File: config.mk
export PLATFORM = sky130hd
export DESIGN_NAME = uart_rx
export DESIGN_NICKNAME = d
export VERILOG_FILES = /design/src/rtl/uart_pkg.sv /design/src/rtl/uart_baud_tick.sv /design/src/rtl/uart_rx.sv
export SDC_FILE = /design/constraint.sdc
export NUM_CORES = 1
export LEC_CHECK = 0
export ABC_AREA = 1
export BUFFER_PORTS_ARGS = -buffer_cell sky130_fd_sc_hd__buf_2
export CAP_MARGIN = 20
export CORE_MARGIN = 1
export CORE_UTILIZATION = 50
export DETAILED_ROUTE_END_ITERATION = 8
export PLACE_DENSITY = 0.74
export SETUP_SLACK_MARGIN = 0.05
export SLEW_MARGIN = 30
export SYNTH_ARGS = -nofsm -noshare
export SYNTH_HDL_FRONTEND = slang
export SYNTH_SLANG_ARGS = --single-unit
File: constraint.sdc
create_clock -name clk_i -period 2.1 [get_ports clk_i]
set_input_delay 0.105 -clock clk_i [delete_from_list [all_inputs] [get_ports clk_i]]
set_output_delay 0.105 -clock clk_i [all_outputs]
set_load 0.05 [all_outputs]
File: src/rtl/uart_pkg.sv
// Shared UART definitions: receiver state encodings, oversampling rate and baud divider helper.
package uart_pkg;

  localparam int unsigned OVERSAMPLE_RATE = 16;

  typedef enum logic [2:0] {
    StIdle,
    StStart,
    StData,
    StStop,
    StWaitIdle
  } rx_state_e;

  function automatic int unsigned calc_div(input int unsigned clk_hz, input int unsigned baud,
                                           input int unsigned oversample);
    return clk_hz / (baud * oversample);
  endfunction

endpackage

File: src/rtl/uart_baud_tick.sv
// Baud tick divider: one-cycle tick every CLK_HZ/(BAUD*OVERSAMPLE) clocks, with synchronous clear.
module uart_baud_tick
  import uart_pkg::*;
#(
  parameter int unsigned CLK_HZ     = 100_000_000,
  parameter int unsigned BAUD       = 115200,
  parameter int unsigned OVERSAMPLE = OVERSAMPLE_RATE
) (
  input  logic clk_i,
  input  logic rst_i,
  input  logic clr_i,
  output logic tick_o
);

  localparam int unsigned DIV = calc_div(CLK_HZ, BAUD, OVERSAMPLE);
  localparam int unsigned CW  = (DIV > 1) ? $clog2(DIV) : 1;
  localparam logic [CW-1:0] LAST = CW'(DIV - 1);

  logic [CW-1:0] cnt_q;

  always_ff @(posedge clk_i) begin
    if (rst_i || clr_i || (cnt_q == LAST)) begin
      cnt_q <= '0;
    end else begin
      cnt_q <= cnt_q + 1'b1;
    end
  end

  assign tick_o = (cnt_q == LAST);

endmodule

File: src/rtl/uart_rx.sv
// 8N1 UART receiver with 16x oversampling, majority voting and a single-entry valid/ready holding
// register. Framing errors and overruns are reported as registered one-cycle pulses.
module uart_rx
  import uart_pkg::*;
#(
  parameter int unsigned CLK_HZ     = 100_000_000,
  parameter int unsigned BAUD       = 115200,
  parameter int unsigned OVERSAMPLE = OVERSAMPLE_RATE
) (
  input  logic       clk_i,
  input  logic       rst_i,
  input  logic       rx_i,
  output logic [7:0] data_o,
  output logic       valid_o,
  input  logic       ready_i,
  output logic       frame_err_o,
  output logic       overrun_o
);

  logic       sync1_q, sync2_q, prev_q;
  logic [1:0] settle_q;
  rx_state_e  state_q, state_d;
  logic [3:0] tick_cnt_q, tick_cnt_d;
  logic [2:0] bit_cnt_q, bit_cnt_d;
  logic [1:0] samp_q, samp_d;
  logic [7:0] shift_q, shift_d;
  logic [7:0] data_q, data_d;
  logic       valid_q, valid_d;
  logic       frame_err_q, frame_err_d;
  logic       overrun_q, overrun_d;
  logic       tick, start_edge, vote, complete, clr_tick;

  // The synchroniser is forced high by reset; ignore edges until it has flushed so a line that
  // is already low after reset is not mistaken for a start bit.
  assign start_edge = prev_q & ~sync2_q & (&settle_q);
  // 2-of-3 vote: samples taken at ticks 7 and 8 plus the live line at tick 9
  assign vote = (samp_q[1] & samp_q[0]) | (samp_q[1] & sync2_q) | (samp_q[0] & sync2_q);
  assign clr_tick = (state_q == StIdle) && start_edge;

  uart_baud_tick #(
    .CLK_HZ    (CLK_HZ),
    .BAUD      (BAUD),
    .OVERSAMPLE(OVERSAMPLE)
  ) u_baud_tick (
    .clk_i (clk_i),
    .rst_i (rst_i),
    .clr_i (clr_tick),
    .tick_o(tick)
  );

  always_comb begin
    state_d     = state_q;
    tick_cnt_d  = tick_cnt_q;
    bit_cnt_d   = bit_cnt_q;
    samp_d      = samp_q;
    shift_d     = shift_q;
    complete    = 1'b0;
    frame_err_d = 1'b0;

    if (tick && (state_q inside {StStart, StData, StStop})) begin
      tick_cnt_d = tick_cnt_q + 4'd1;
    end
    if (tick && ((tick_cnt_q == 4'd7) || (tick_cnt_q == 4'd8))) begin
      samp_d = {samp_q[0], sync2_q};
    end

    unique case (state_q)
      StIdle: begin
        if (start_edge) begin
          state_d    = StStart;
          tick_cnt_d = '0;
        end
      end
      StStart: begin
        // Mid-bit check rejects glitches; the data phase starts on the start bit's 16th tick,
        // where tick_cnt wraps to 0, keeping every later sample window mid-bit.
        if (tick && (tick_cnt_q == 4'd7) && sync2_q) begin
          state_d = StIdle;
        end else if (tick && (tick_cnt_q == 4'd15)) begin
          state_d   = StData;
          bit_cnt_d = '0;
        end
      end
      StData: begin
        if (tick && (tick_cnt_q == 4'd9)) begin
          shift_d = {vote, shift_q[7:1]};
        end
        if (tick && (tick_cnt_q == 4'd15)) begin
          bit_cnt_d = bit_cnt_q + 3'd1;
          if (bit_cnt_q == 3'd7) begin
            state_d = StStop;
          end
        end
      end
      StStop: begin
        if (tick && (tick_cnt_q == 4'd9)) begin
          if (vote) begin
            complete = 1'b1;
            state_d  = StIdle;
          end else begin
            frame_err_d = 1'b1;
            state_d     = StWaitIdle;
          end
        end
      end
      StWaitIdle: begin
        if (sync2_q) begin
          state_d = StIdle;
        end
      end
      default: state_d = StIdle;
    endcase
  end

  always_comb begin
    data_d    = data_q;
    valid_d   = valid_q;
    overrun_d = 1'b0;
    if (complete) begin
      if (!valid_q || ready_i) begin
        data_d  = shift_q;
        valid_d = 1'b1;
      end else begin
        overrun_d = 1'b1;
      end
    end else if (valid_q && ready_i) begin
      valid_d = 1'b0;
    end
  end

  always_ff @(posedge clk_i) begin
    if (rst_i) begin
      sync1_q     <= 1'b1;
      sync2_q     <= 1'b1;
      prev_q      <= 1'b1;
      settle_q    <= '0;
      state_q     <= StIdle;
      tick_cnt_q  <= '0;
      bit_cnt_q   <= '0;
      samp_q      <= '0;
      shift_q     <= '0;
      data_q      <= '0;
      valid_q     <= 1'b0;
      frame_err_q <= 1'b0;
      overrun_q   <= 1'b0;
    end else begin
      sync1_q     <= rx_i;
      sync2_q     <= sync1_q;
      prev_q      <= sync2_q;
      settle_q    <= (&settle_q) ? settle_q : settle_q + 2'd1;
      state_q     <= state_d;
      tick_cnt_q  <= tick_cnt_d;
      bit_cnt_q   <= bit_cnt_d;
      samp_q      <= samp_d;
      shift_q     <= shift_d;
      data_q      <= data_d;
      valid_q     <= valid_d;
      frame_err_q <= frame_err_d;
      overrun_q   <= overrun_d;
    end
  end

  assign data_o      = data_q;
  assign valid_o     = valid_q;
  assign frame_err_o = frame_err_q;
  assign overrun_o   = overrun_q;

endmodule
==> impl_metrics.json <==
{
  "pwr_density_cell_nw_per_um2": 833,
  "cts_made_buffers": 5,
  "synth_cell_types": 35,
  "actual_slew_at_the_worst_max_slew_pin_ns": 0.530,
  "floorplan.initialDensity": 0.523,
  "yosys-top-cells-count": "nand2_1, dfxtp_1, nor2_1, inv_1, a21oi_1",
  "dieHeight_um": 63.9,
  "cts-resized-gates": 0,
  "grt_antenna_before_repair": 0,
  "worst_skew_pair.late_latency_ns": 0.29,
  "synth_top_cell_by_area": "dfxtp_1",
  "synth_enable_flop_cells": 0,
  "criticalPathCategory": "reg2reg",
  "synth.ff_latch_count": 42,
  "detailedRoute.firstIterationViolations": 77,
  "cellLeakagePower_uw": 0.00103,
  "timing.hold.worst.class": "in2reg",
  "fp-row-count": 22,
  "total_power_uw": 1780,
  "floorplan_die_area_um2": 4080,
  "max-slew-margin-rel": 0.644,
  "fin_setup_tns_ns": 0,
  "clock_tree.root_cell": "clkbuf_8",
  "placeableCoreArea_um2": 3660,
  "crit_arrival_ns": 1.78,
  "postLayoutCoreUtil": 0.583,
  "wl_um": 3270,
  "achievable-frequency_mhz": 629,
  "grt.overflow.total": 0,
  "post_synth_main_area_contributors": "dfxtp_1, nand2_1, nor2_1",
  "grt_pass1_wl_um": 5510,
  "synth_area_per_cell_um2": 7.62,
  "vias": 1530,
  "io_buffer_count": 14,
  "synth.most_common_cell": "nand2_1",
  "tritoncts": "built",
  "synthCells": 251,
  "timing.final.ws_setup_ns": 0.510,
  "final-setup-viol-count": 0,
  "vias_in_the_first_global_route": 1305,
  "rsz0062_at_grt": "no",
  "syn_nets": 263,
  "drive_above_1_share": 0.144,
  "final-seq-area_um2": 841,
  "finish.cell_count_without_fillers": 318,
  "reg2reg_setup_slack_ns": 0.51,
  "area_used_by_multi_input_combinational_logic_um2": 932,
  "drv_cap": 0,
  "antenna_cells_inserted": 0,
  "htree_levels": 2,
  "synth_top_flop_cell": "dfxtp_1",
  "number_of_synthesis_warnings": 0,
  "cts.reportedPaths.clkPinSlew_ns": 0.08,
  "cp_data_required_time_ns": 2.29,
  "outcome": "finished, final reports clean",
  "placedCellCount": 309,
  "dr_pass1_iterations": 4,
  "timing.critical_path.fanout_max": 6,
  "drc_errors": 0,
  "antenna_violating_nets_post_route": 0,
  "track_usage": 0.176,
  "synthArstFlopShare": 0,
  "grt_start_max_net_pins": 20,
  "maximum_clock_path_buffer_count": 2,
  "gpl.final_weighted_congestion": 0.900,
  "vdd_drop_max_uv": 414,
  "cts_sinks": 42,
  "final_nets": 281,
  "endpoint_kind": "flip-flop",
  "layout_min_cycle_time_ns": 1.59,
  "routed_via_density": 4.81,
  "netlist.area_leader.share": 0.440,
  "place_worst_setup_slack_ns": 0.508,
  "critical_path.startpoint_type": "flip-flop",
  "timing.final.hold_violations": 0,
  "fillers": 340,
  "flow.area_growth_from_synthesis_pct": 11.6,
  "detailedPlacementHpwl_um": 2300,
  "die_width_um": 63.9,
  "syn-cell-area_um2": 1910,
  "slew_violations": 0,
  "final_min_period_over_clock_period": 0.757,
  "post_route_clock_skew_ns": 0.00515,
  "wire_per_inst_um": 10.3,
  "ys_seq_area_frac": 0.440,
  "floorplan.io_pins": 15
}
[metal layers]
metal	up-vias	routed length, um	GRT usage
met5	-	0	0
met4	0	72	0.102
met3	7	106	0.0429
met2	24	1420	0.271
met1	663	1680	0.221
li1	836	-	-
[sequential cells by signal, summed over array words and instances (netlist names), 2 cells and up]
signal and cells:
bit_cnt_q 3, tick_cnt_q 4, shift_q 8, samp_q 2, data_o 8, state_q 3
settle_q 2, u_baud_tick.cnt_q 6
[final timing paths]
check                  startpoint         end  depth (start not counted)
max          u_baud_tick.cnt_q[1]  state_q[0]                         12
min reg2reg               sync1_q     sync2_q                          1
max reg2reg  u_baud_tick.cnt_q[1]  state_q[0]                         12
min                       ready_i   overrun_o                          4
[worst max-delay path: stages (launching register included)]
cell	delay, ns
dfxtp_1	0.38
inv_1	0.06
ha_1	0.17
nand2_1	0.06
inv_1	0.06
nand2_4	0.12
inv_1	0.08
nand2_1	0.11
nand3_1	0.17
nand2_1	0.13
nand2_1	0.06
nand2_1	0.05
nor2_1	0.05
[cell usage in the layout (no fill, tap or decap), types with 5 or more instances in the layout]
master     n
dfxtp_1   42
nand3_1   14
a21oi_1   20
nand2_1   59
clkbuf_8   5
o21ai_0    8
inv_1     27
buf_2     14
ha_1       8
nor2_1    35
[logic make-up (layout without fill, tap and decap cells)]
family,after synthesis,count (layout),share of synthesized area
AOI/OAI and AO/OA,35,35,0.100
and+or+nand+nor,130,130,0.326
xor gates and xnor gates,2,2,0.00916
adders and majority gates,8,8,0.0523
DFF,42,42,0.440
buffers and inverters,34,53,0.0732
[power by group]
group	leakage, uW	internal, uW	switching (uW)
clock	0.0000579	350	266
sequential	0.000341	833	48.7
combinational	0.000634	103	177
[per-stage QoR]
stage | area (um2) | hold slack (ns)
2_1_floorplan | 1910 | 0.183
3_3_place_gp | 2020 | 0.288
3_5_place_dp | 2020 | 0.292
4_1_cts | 2130 | 0.0844
5_1_grt | 2130 | 0.0935
6_report | 2130 | 0.0908
[timing repair]
item	CTS	global route
buffers inserted	0	0
hold buffers	1	0
endpoints found under the hold margin	1	0
[final cells by class]
| type | count | area share |
|---|---|---|
| clock buffers | 5 | 0.0322 |
| inverters | 30 | 0.0528 |
| clock inverters | 3 | 0.0188 |
| multi-input cells | 175 | 0.437 |
| repair buffers | 15 | 0.0375 |
| flip-flops and latches | 42 | 0.394 |
| well taps | 48 | 0.0281 |
Power figures use the tool's default switching activity.
